<file path="src/rtl/alu_cmd_if.sv">
// Command and response stream bundle between a host and alu_cmd_driver.
// The host side uses the master modport; the driver uses the slave modport.
interface alu_cmd_if #(
  parameter int DATA_W = 8
);
  logic                cmd_valid;
  logic                cmd_ready;
  logic [DATA_W-1:0]   cmd_a;
  logic [DATA_W-1:0]   cmd_b;
  logic [2:0]          cmd_op;
  logic                rsp_valid;
  logic                rsp_ready;
  logic [2*DATA_W-1:0] rsp_result;
  logic [2:0]          rsp_op;
  logic                rsp_timeout;

  modport master (
    output cmd_valid, cmd_a, cmd_b, cmd_op, rsp_ready,
    input  cmd_ready, rsp_valid, rsp_result, rsp_op, rsp_timeout
  );

  modport slave (
    input  cmd_valid, cmd_a, cmd_b, cmd_op, rsp_ready,
    output cmd_ready, rsp_valid, rsp_result, rsp_op, rsp_timeout
  );
endinterface

</file>
<file path="src/rtl/alu_cmd_driver.sv">
// Buffers host commands in a FIFO and drives a start/done ALU one command at a time.
// Optional statistics counters are built when ALU_DRV_STATS_EN is defined.
module alu_cmd_driver #(
  parameter int DATA_W  = 8,
  parameter int DEPTH   = 4,
  parameter int TIMEOUT = 255
) (
  input  logic                clk,
  input  logic                reset_n,
  alu_cmd_if.slave            host,
  output logic [DATA_W-1:0]   alu_a,
  output logic [DATA_W-1:0]   alu_b,
  output logic [2:0]          alu_op,
  output logic                alu_start,
  output logic                alu_reset_n,
  input  logic                alu_done,
  input  logic [2*DATA_W-1:0] alu_result,
  output logic                busy,
  output logic [15:0]         stat_ops,
  output logic [15:0]         stat_timeouts
);
  localparam int AW = $clog2(DEPTH);
  localparam int RW = 2 * DATA_W;
  localparam int EW = RW + 3;
  localparam logic [15:0] WAIT_LAST = 16'(TIMEOUT - 1);

  localparam logic [2:0] OP_ADD = 3'b001;
  localparam logic [2:0] OP_AND = 3'b010;
  localparam logic [2:0] OP_XOR = 3'b011;
  localparam logic [2:0] OP_MUL = 3'b100;
  localparam logic [2:0] OP_RST = 3'b111;

  typedef enum logic [2:0] {IDLE, ISSUE, WAIT, NOP, RST, RESP} state_t;

  state_t state_reg, state_next;

  logic [EW-1:0]     mem [DEPTH];
  logic [AW:0]       wr_ptr_reg, rd_ptr_reg;
  logic              run_reg;
  logic              empty, full, cmd_ready, push, pop;
  logic [EW-1:0]     head;
  logic [2:0]        head_op;
  logic [DATA_W-1:0] head_a, head_b;

  logic [DATA_W-1:0] alu_a_reg, alu_a_next, alu_b_reg, alu_b_next;
  logic [2:0]        alu_op_reg, alu_op_next;
  logic              alu_start_reg, alu_start_next;
  logic              alu_reset_n_reg, alu_reset_n_next;
  logic [15:0]       wait_cnt_reg, wait_cnt_next;
  logic              rst_cnt_reg, rst_cnt_next;
  logic              rsp_valid_reg, rsp_valid_next;
  logic [RW-1:0]     rsp_result_reg, rsp_result_next;
  logic [2:0]        rsp_op_reg, rsp_op_next;
  logic              rsp_timeout_reg, rsp_timeout_next;

  // Extra pointer MSB distinguishes full from empty when the indices match.
  assign empty     = (wr_ptr_reg == rd_ptr_reg);
  assign full      = (wr_ptr_reg[AW] != rd_ptr_reg[AW]) &&
                     (wr_ptr_reg[AW-1:0] == rd_ptr_reg[AW-1:0]);
  assign cmd_ready = run_reg && !full;
  assign push      = host.cmd_valid && cmd_ready;
  assign pop       = (state_reg == IDLE) && !empty;
  assign head      = mem[rd_ptr_reg[AW-1:0]];
  assign {head_op, head_a, head_b} = head;

  always_ff @(posedge clk) begin
    if (push) begin
      mem[wr_ptr_reg[AW-1:0]] <= {host.cmd_op, host.cmd_a, host.cmd_b};
    end
  end

  always_ff @(posedge clk or negedge reset_n) begin
    if (!reset_n) begin
      run_reg         <= 1'b0;
      wr_ptr_reg      <= '0;
      rd_ptr_reg      <= '0;
      state_reg       <= IDLE;
      alu_a_reg       <= '0;
      alu_b_reg       <= '0;
      alu_op_reg      <= '0;
      alu_start_reg   <= 1'b0;
      alu_reset_n_reg <= 1'b0;
      wait_cnt_reg    <= '0;
      rst_cnt_reg     <= 1'b0;
      rsp_valid_reg   <= 1'b0;
      rsp_result_reg  <= '0;
      rsp_op_reg      <= '0;
      rsp_timeout_reg <= 1'b0;
    end else begin
      run_reg         <= 1'b1;
      if (push) wr_ptr_reg <= wr_ptr_reg + (AW+1)'(1);
      if (pop)  rd_ptr_reg <= rd_ptr_reg + (AW+1)'(1);
      state_reg       <= state_next;
      alu_a_reg       <= alu_a_next;
      alu_b_reg       <= alu_b_next;
      alu_op_reg      <= alu_op_next;
      alu_start_reg   <= alu_start_next;
      alu_reset_n_reg <= alu_reset_n_next;
      wait_cnt_reg    <= wait_cnt_next;
      rst_cnt_reg     <= rst_cnt_next;
      rsp_valid_reg   <= rsp_valid_next;
      rsp_result_reg  <= rsp_result_next;
      rsp_op_reg      <= rsp_op_next;
      rsp_timeout_reg <= rsp_timeout_next;
    end
  end

  always_comb begin
    state_next       = state_reg;
    alu_a_next       = alu_a_reg;
    alu_b_next       = alu_b_reg;
    alu_op_next      = alu_op_reg;
    alu_start_next   = alu_start_reg;
    alu_reset_n_next = 1'b1;
    wait_cnt_next    = wait_cnt_reg;
    rst_cnt_next     = rst_cnt_reg;
    rsp_valid_next   = rsp_valid_reg;
    rsp_result_next  = rsp_result_reg;
    rsp_op_next      = rsp_op_reg;
    rsp_timeout_next = rsp_timeout_reg;
    case (state_reg)
      IDLE: begin
        if (pop) begin
          alu_a_next  = head_a;
          alu_b_next  = head_b;
          alu_op_next = head_op;
          case (head_op)
            OP_ADD, OP_AND, OP_XOR, OP_MUL: begin
              alu_start_next = 1'b1;
              state_next     = ISSUE;
            end
            OP_RST: begin
              alu_start_next   = 1'b0;
              alu_reset_n_next = 1'b0;
              rst_cnt_next     = 1'b0;
              state_next       = RST;
            end
            default: begin
              alu_start_next = 1'b1;
              state_next     = NOP;
            end
          endcase
        end
      end
      ISSUE: begin
        wait_cnt_next = '0;
        state_next    = WAIT;
      end
      WAIT: begin
        if (alu_done) begin
          alu_start_next   = 1'b0;
          rsp_valid_next   = 1'b1;
          rsp_result_next  = alu_result;
          rsp_op_next      = alu_op_reg;
          rsp_timeout_next = 1'b0;
          state_next       = RESP;
        end else if (wait_cnt_reg == WAIT_LAST) begin
          alu_start_next   = 1'b0;
          rsp_valid_next   = 1'b1;
          rsp_result_next  = '0;
          rsp_op_next      = alu_op_reg;
          rsp_timeout_next = 1'b1;
          state_next       = RESP;
        end else begin
          wait_cnt_next = wait_cnt_reg + 16'd1;
        end
      end
      NOP: begin
        alu_start_next   = 1'b0;
        rsp_valid_next   = 1'b1;
        rsp_result_next  = '0;
        rsp_op_next      = alu_op_reg;
        rsp_timeout_next = 1'b0;
        state_next       = RESP;
      end
      RST: begin
        // ALU reset is held low through the entry edge plus one more cycle.
        if (rst_cnt_reg) begin
          rsp_valid_next   = 1'b1;
          rsp_result_next  = '0;
          rsp_op_next      = OP_RST;
          rsp_timeout_next = 1'b0;
          state_next       = RESP;
        end else begin
          alu_reset_n_next = 1'b0;
          rst_cnt_next     = 1'b1;
        end
      end
      RESP: begin
        if (host.rsp_ready) begin
          rsp_valid_next = 1'b0;
          state_next     = IDLE;
        end
      end
      default: state_next = IDLE;
    endcase
  end

  assign host.cmd_ready   = cmd_ready;
  assign host.rsp_valid   = rsp_valid_reg;
  assign host.rsp_result  = rsp_result_reg;
  assign host.rsp_op      = rsp_op_reg;
  assign host.rsp_timeout = rsp_timeout_reg;
  assign alu_a            = alu_a_reg;
  assign alu_b            = alu_b_reg;
  assign alu_op           = alu_op_reg;
  assign alu_start        = alu_start_reg;
  assign alu_reset_n      = alu_reset_n_reg;
  assign busy             = (state_reg != IDLE) || !empty;

`ifdef ALU_DRV_STATS_EN
  logic        ops_inc, to_inc;
  logic [15:0] stat_ops_reg, stat_timeouts_reg;

  assign ops_inc = (state_reg == WAIT) && alu_done;
  assign to_inc  = (state_reg == WAIT) && !alu_done && (wait_cnt_reg == WAIT_LAST);

  always_ff @(posedge clk or negedge reset_n) begin
    if (!reset_n) begin
      stat_ops_reg      <= '0;
      stat_timeouts_reg <= '0;
    end else begin
      if (ops_inc && stat_ops_reg != 16'hFFFF) stat_ops_reg <= stat_ops_reg + 16'd1;
      if (to_inc && stat_timeouts_reg != 16'hFFFF) stat_timeouts_reg <= stat_timeouts_reg + 16'd1;
    end
  end

  assign stat_ops      = stat_ops_reg;
  assign stat_timeouts = stat_timeouts_reg;
`else
  assign stat_ops      = '0;
  assign stat_timeouts = '0;
`endif
endmodule
</file>
<file path="src/flat_wrapper.sv">
// flat-port wrapper written by rule: the top's interface ports become plain ports
module alu_cmd_driver_flat 
#(
  parameter int DATA_W  = 8,
  parameter int DEPTH   = 4,
  parameter int TIMEOUT = 255
)
  (clk, reset_n, alu_a, alu_b, alu_op, alu_start, alu_reset_n, alu_done, alu_result, busy, stat_ops, stat_timeouts, host_cmd_valid, host_cmd_a, host_cmd_b, host_cmd_op, host_rsp_ready, host_cmd_ready, host_rsp_valid, host_rsp_result, host_rsp_op, host_rsp_timeout);
  alu_cmd_if #(.DATA_W(DATA_W)) host_i ();
  input  logic clk;
  input  logic reset_n;
  output logic [DATA_W-1:0] alu_a;
  output logic [DATA_W-1:0] alu_b;
  output logic [2:0] alu_op;
  output logic alu_start;
  output logic alu_reset_n;
  input  logic alu_done;
  input  logic [2*DATA_W-1:0] alu_result;
  output logic busy;
  output logic [15:0] stat_ops;
  output logic [15:0] stat_timeouts;
  input wire logic [$bits(host_i.cmd_valid)-1:0] host_cmd_valid;
  input wire logic [$bits(host_i.cmd_a)-1:0] host_cmd_a;
  input wire logic [$bits(host_i.cmd_b)-1:0] host_cmd_b;
  input wire logic [$bits(host_i.cmd_op)-1:0] host_cmd_op;
  input wire logic [$bits(host_i.rsp_ready)-1:0] host_rsp_ready;
  output wire logic [$bits(host_i.cmd_ready)-1:0] host_cmd_ready;
  output wire logic [$bits(host_i.rsp_valid)-1:0] host_rsp_valid;
  output wire logic [$bits(host_i.rsp_result)-1:0] host_rsp_result;
  output wire logic [$bits(host_i.rsp_op)-1:0] host_rsp_op;
  output wire logic [$bits(host_i.rsp_timeout)-1:0] host_rsp_timeout;
  assign host_i.cmd_valid = host_cmd_valid;
  assign host_i.cmd_a = host_cmd_a;
  assign host_i.cmd_b = host_cmd_b;
  assign host_i.cmd_op = host_cmd_op;
  assign host_i.rsp_ready = host_rsp_ready;
  assign host_cmd_ready = host_i.cmd_ready;
  assign host_rsp_valid = host_i.rsp_valid;
  assign host_rsp_result = host_i.rsp_result;
  assign host_rsp_op = host_i.rsp_op;
  assign host_rsp_timeout = host_i.rsp_timeout;
  alu_cmd_driver #(.DATA_W(DATA_W), .DEPTH(DEPTH), .TIMEOUT(TIMEOUT)) u_core (.clk(clk), .reset_n(reset_n), .host(host_i), .alu_a(alu_a), .alu_b(alu_b), .alu_op(alu_op), .alu_start(alu_start), .alu_reset_n(alu_reset_n), .alu_done(alu_done), .alu_result(alu_result), .busy(busy), .stat_ops(stat_ops), .stat_timeouts(stat_timeouts));
endmodule
</file>
<file path="config.mk">
export PLATFORM = sky130hd
export DESIGN_NAME = alu_cmd_driver_flat
export DESIGN_NICKNAME = d
export VERILOG_FILES = /design/src/rtl/alu_cmd_if.sv /design/src/rtl/alu_cmd_driver.sv /design/src/flat_wrapper.sv
export SDC_FILE = /design/constraint.sdc
export NUM_CORES = 1
export LEC_CHECK = 0
export BUFFER_PORTS_ARGS = -buffer_cell sky130_fd_sc_hd__buf_4
export CORE_MARGIN = 8
export CORE_UTILIZATION = 50
export CTS_BUF_LIST = sky130_fd_sc_hd__clkbuf_16
export DETAILED_ROUTE_END_ITERATION = 8
export GPL_TIMING_DRIVEN = 0
export PLACE_DENSITY = 0.73
export SLEW_MARGIN = 20
export SYNTH_ARGS = -nofsm -noshare
export SYNTH_HDL_FRONTEND = slang
export SYNTH_SLANG_ARGS = --single-unit
</file>
<file path="constraint.sdc">
create_clock -name clk -period 5.75 [get_ports clk]
set_input_delay 0 -clock clk [delete_from_list [all_inputs] [get_ports clk]]
set_output_delay 0 -clock clk [all_outputs]
set_load 0.03 [all_outputs]
</file>
==> metrics.txt <==
Die W 127.4 um; register area share after synthesis 0.6456; Die Y 127.4 um; vias 3,919; Post-CTS Setup Inserts 0; Least-Margin Pin Slew 1.031 ns; status finished, final reports clean; sw frac 0.3626; startpoint types register; number of CTS-inserted buffers 17; Worst Hold Class in -> async; crit path kind reg -> reg; layout cells sized above 1 0.3285; clock tree from TritonCTS yes; Synth-to-Final Area Change 31.27%; most common flop cell mapped by yosys edfxtp_1; Core ar. 12,060 sq um; Initial Util 0.5148; largest net degree at the start of global routing 70; hpwl dp 8547 um; worst vdd ir 402.7 uV; clock sink count 145; Synth top area share 0.3675; Clk pwr share 0.254; max-cap check violation count 0; total grt overflow 0; Routed Antenna Nets 0; Synth warnings 0; H-tree depth 4; Yosys cell types 52; clk_lat worst skew 0.42 ns; Internal 2703 uW; setup violators final 0; syn avg cell area 14.37 sq um; FFs w/ async S/R, synth 0.4759; Setup WS pre-CTS 3.237 ns; nets@finish 652; Vias/cell 4.986; Routed WL 13,080 um; flops & latches, synth 145; Crit Path Max Fanout 19; overall global routing resource usage 0.1680; synth top area cells edfxtp_1, dfrtp_1, mux4_2; Worst EP required 5.78 ns; Relative slew margins 0.3125; boundary pin count 116; total negative slack 0 ns; unrepaired setup endpoints after global routing no; row count 40; diode count 0; drt wl/cell 16.64 um; vias in the first global route 4,040; number of enable flip-flop cells after synthesis 76; f_max 412.9 MHz; Clock transition at path regs 0.06 ns; initial antenna violation count 0; post-layout min period 2.422 ns; DIE AREA 16,240 sq um; Largest register FFs 76; Longest Clk Path Bufs 2; Final Slew Violations 0; period utilisation layout 0.4212; Final Hold Fails 0; global placement routability congestion 0.7819; Critical Path Max Stage Delay 0.87 ns; Mapped Area 6210 sq um; first-pass GRT wire length 21,170 um; root buf cell clkbuf_16; post_cts resized 0; leakage 0.003400 uW; Sw Pwr 1538 uW; # port buffers 83; register share of total power 0.356; Slowest-stage cell, CP and3_1; Comb pwr share 0.391; min setup slack post-route 3.328 ns; clk_skew 0.007244 ns; Post-Synthesis Cells 432; CP cell instances buf_6, xor2_1, o31a_1, and3_1; Power Density 520.2 nW/um^2; Top delay family on crit path simple AND/OR/NAND/NOR gates; top cell type by total area after synthesis edfxtp_1; crit path DAT 2.45 ns; Detailed Route Iter0 Violations 327; crit end category register; Layout fillers 840; total iterations of the first detailed-routing run 4; CP bufs+invs 1; Post-route DRC 0
==> cell usage in the layout, fill, tap and decap left out, drive strengths merged, types with 9 or more instances in the layout <==
cell,instances
buf,124
edfxtp,76
dfrtp,69
nand2,47
dlygate4sd3,39
conb,33
o21ai,29
clkbuf,24
mux2,21
mux4,19
inv,15
nor2,13
xor2,9
a21oi,9
==> repair_timing <==
item | 4_1_cts | 5_1_grt
endpoints found under the hold margin | 167 | 0
hold buffers | 39 | 0
setup endpoints to repair | 0 | 0
==> logic make-up (layout without fill, tap and decap cells) <==
kind of cell    Yosys count  in the layout  share of synthesized area
flops                   145            145                     0.6456
simple gates            114            114                     0.1011
mux                      41             41                     0.1086
xor+xnor                 13             13                    0.01834
fa+ha+maj                 7              7                    0.01410
buf+inv                  55            210                    0.05763
other cells               2             33                   0.001209
compound gates           55             55                    0.05340
==> final timing paths <==
kind / startpoint / to / slack, ns / depth (start not counted)
setup / recovery: u_core.rd_ptr_reg[0] / u_core.mem[0][17] / 3.33 / 4
hold / removal: reset_n / u_core.host.rsp_result[2] / 0.29 / 2
setup reg to reg: u_core.rd_ptr_reg[0] / u_core.mem[0][17] / 3.33 / 4
hold reg to reg: u_core.host.rsp_result[3] / u_core.host.rsp_result[3] / 0.48 / 2
max in group asynchronous: reset_n / u_core.alu_op[2] / 4.89 / 2
min in group clk: host_cmd_b[3] / u_core.mem[1][3] / 0.32 / 2
==> worst register-to-register path, delay by kind of cell, from the launching register on <==
family	cells	cell delay, ns
AO/OA/AOI/OAI	1	0.26
XOR/XNOR	1	0.23
buffers and inverters	1	0.23
flip-flops	1	0.45
AND/OR/NAND/NOR	1	0.87
==> layer usage <==
metal / up-vias / wire, um / GRT usage
li1: 1887 / - / -
met1: 1922 / 5437 / 0.1958
met2: 98 / 6677 / 0.2821
met3: 12 / 819 / 0.05948
met4: 0 / 145 / 0.05878
met5: - / 0 / 0
==> through the flow <==
stage | hold WS, ns | power (uW) | cell area, sq um | utilization | std cells
finish | 0.2863 | 4241 | 8152 | 0.6758 | 786
global route | 0.3184 | 4462 | 8152 | 0.6758 | 786
CTS | 0.2908 | 4280 | 8135 | 0.6745 | 785
detailed placement | 0.1877 | 3173 | 7159 | 0.5936 | 714
global placement | 0.1835 | 3119 | 7159 | 0.5936 | 714
floorplan | -0.2956 | 2637 | 6326 | - | 463
==> power by group through the flow <==
stage | clock network [uW] | registers [uW] | logic, uW
finish | 1080 | 1510 | 1660
detailed placement | 0 | 1530 | 1640
floorplan | 0 | 1780 | 854
global route | 1140 | 1540 | 1790
CTS | 1090 | 1510 | 1680
global placement | 0 | 1510 | 1610
==> final cells by class <==
type                            count  area [sq um]  share of cell area
Sequential cell                   145          4009              0.4918
Multi-Input combinational cell    263          1961              0.2405
Buffer                             47         325.3             0.03991
Clock inverter                     15         160.2             0.01965
Inverter                            8         32.53            0.003991
Timing Repair Buffer              123          1028              0.1262
Clock buffer                       17         425.4             0.05219
Tap cell                          168         210.2             0.02579
==> synthesized netlist by cell type (3+ instances only) <==
master,count
a21o_1,4
a21oi_1,9
and2_1,3
and3_1,7
and4_1,3
buf_4,35
clkbuf_1,7
dfrtp_1,69
edfxtp_1,76
ha_1,7
inv_1,7
mux2_2,21
mux4_2,19
nand2_1,47
nand3_1,7
nand4_1,5
nor2_1,13
nor2b_1,4
nor3_1,4
o21ai_0,28
or3_1,7
xnor2_1,4
xor2_1,9
No activity file was read; power rests on OpenSTA's default activity.
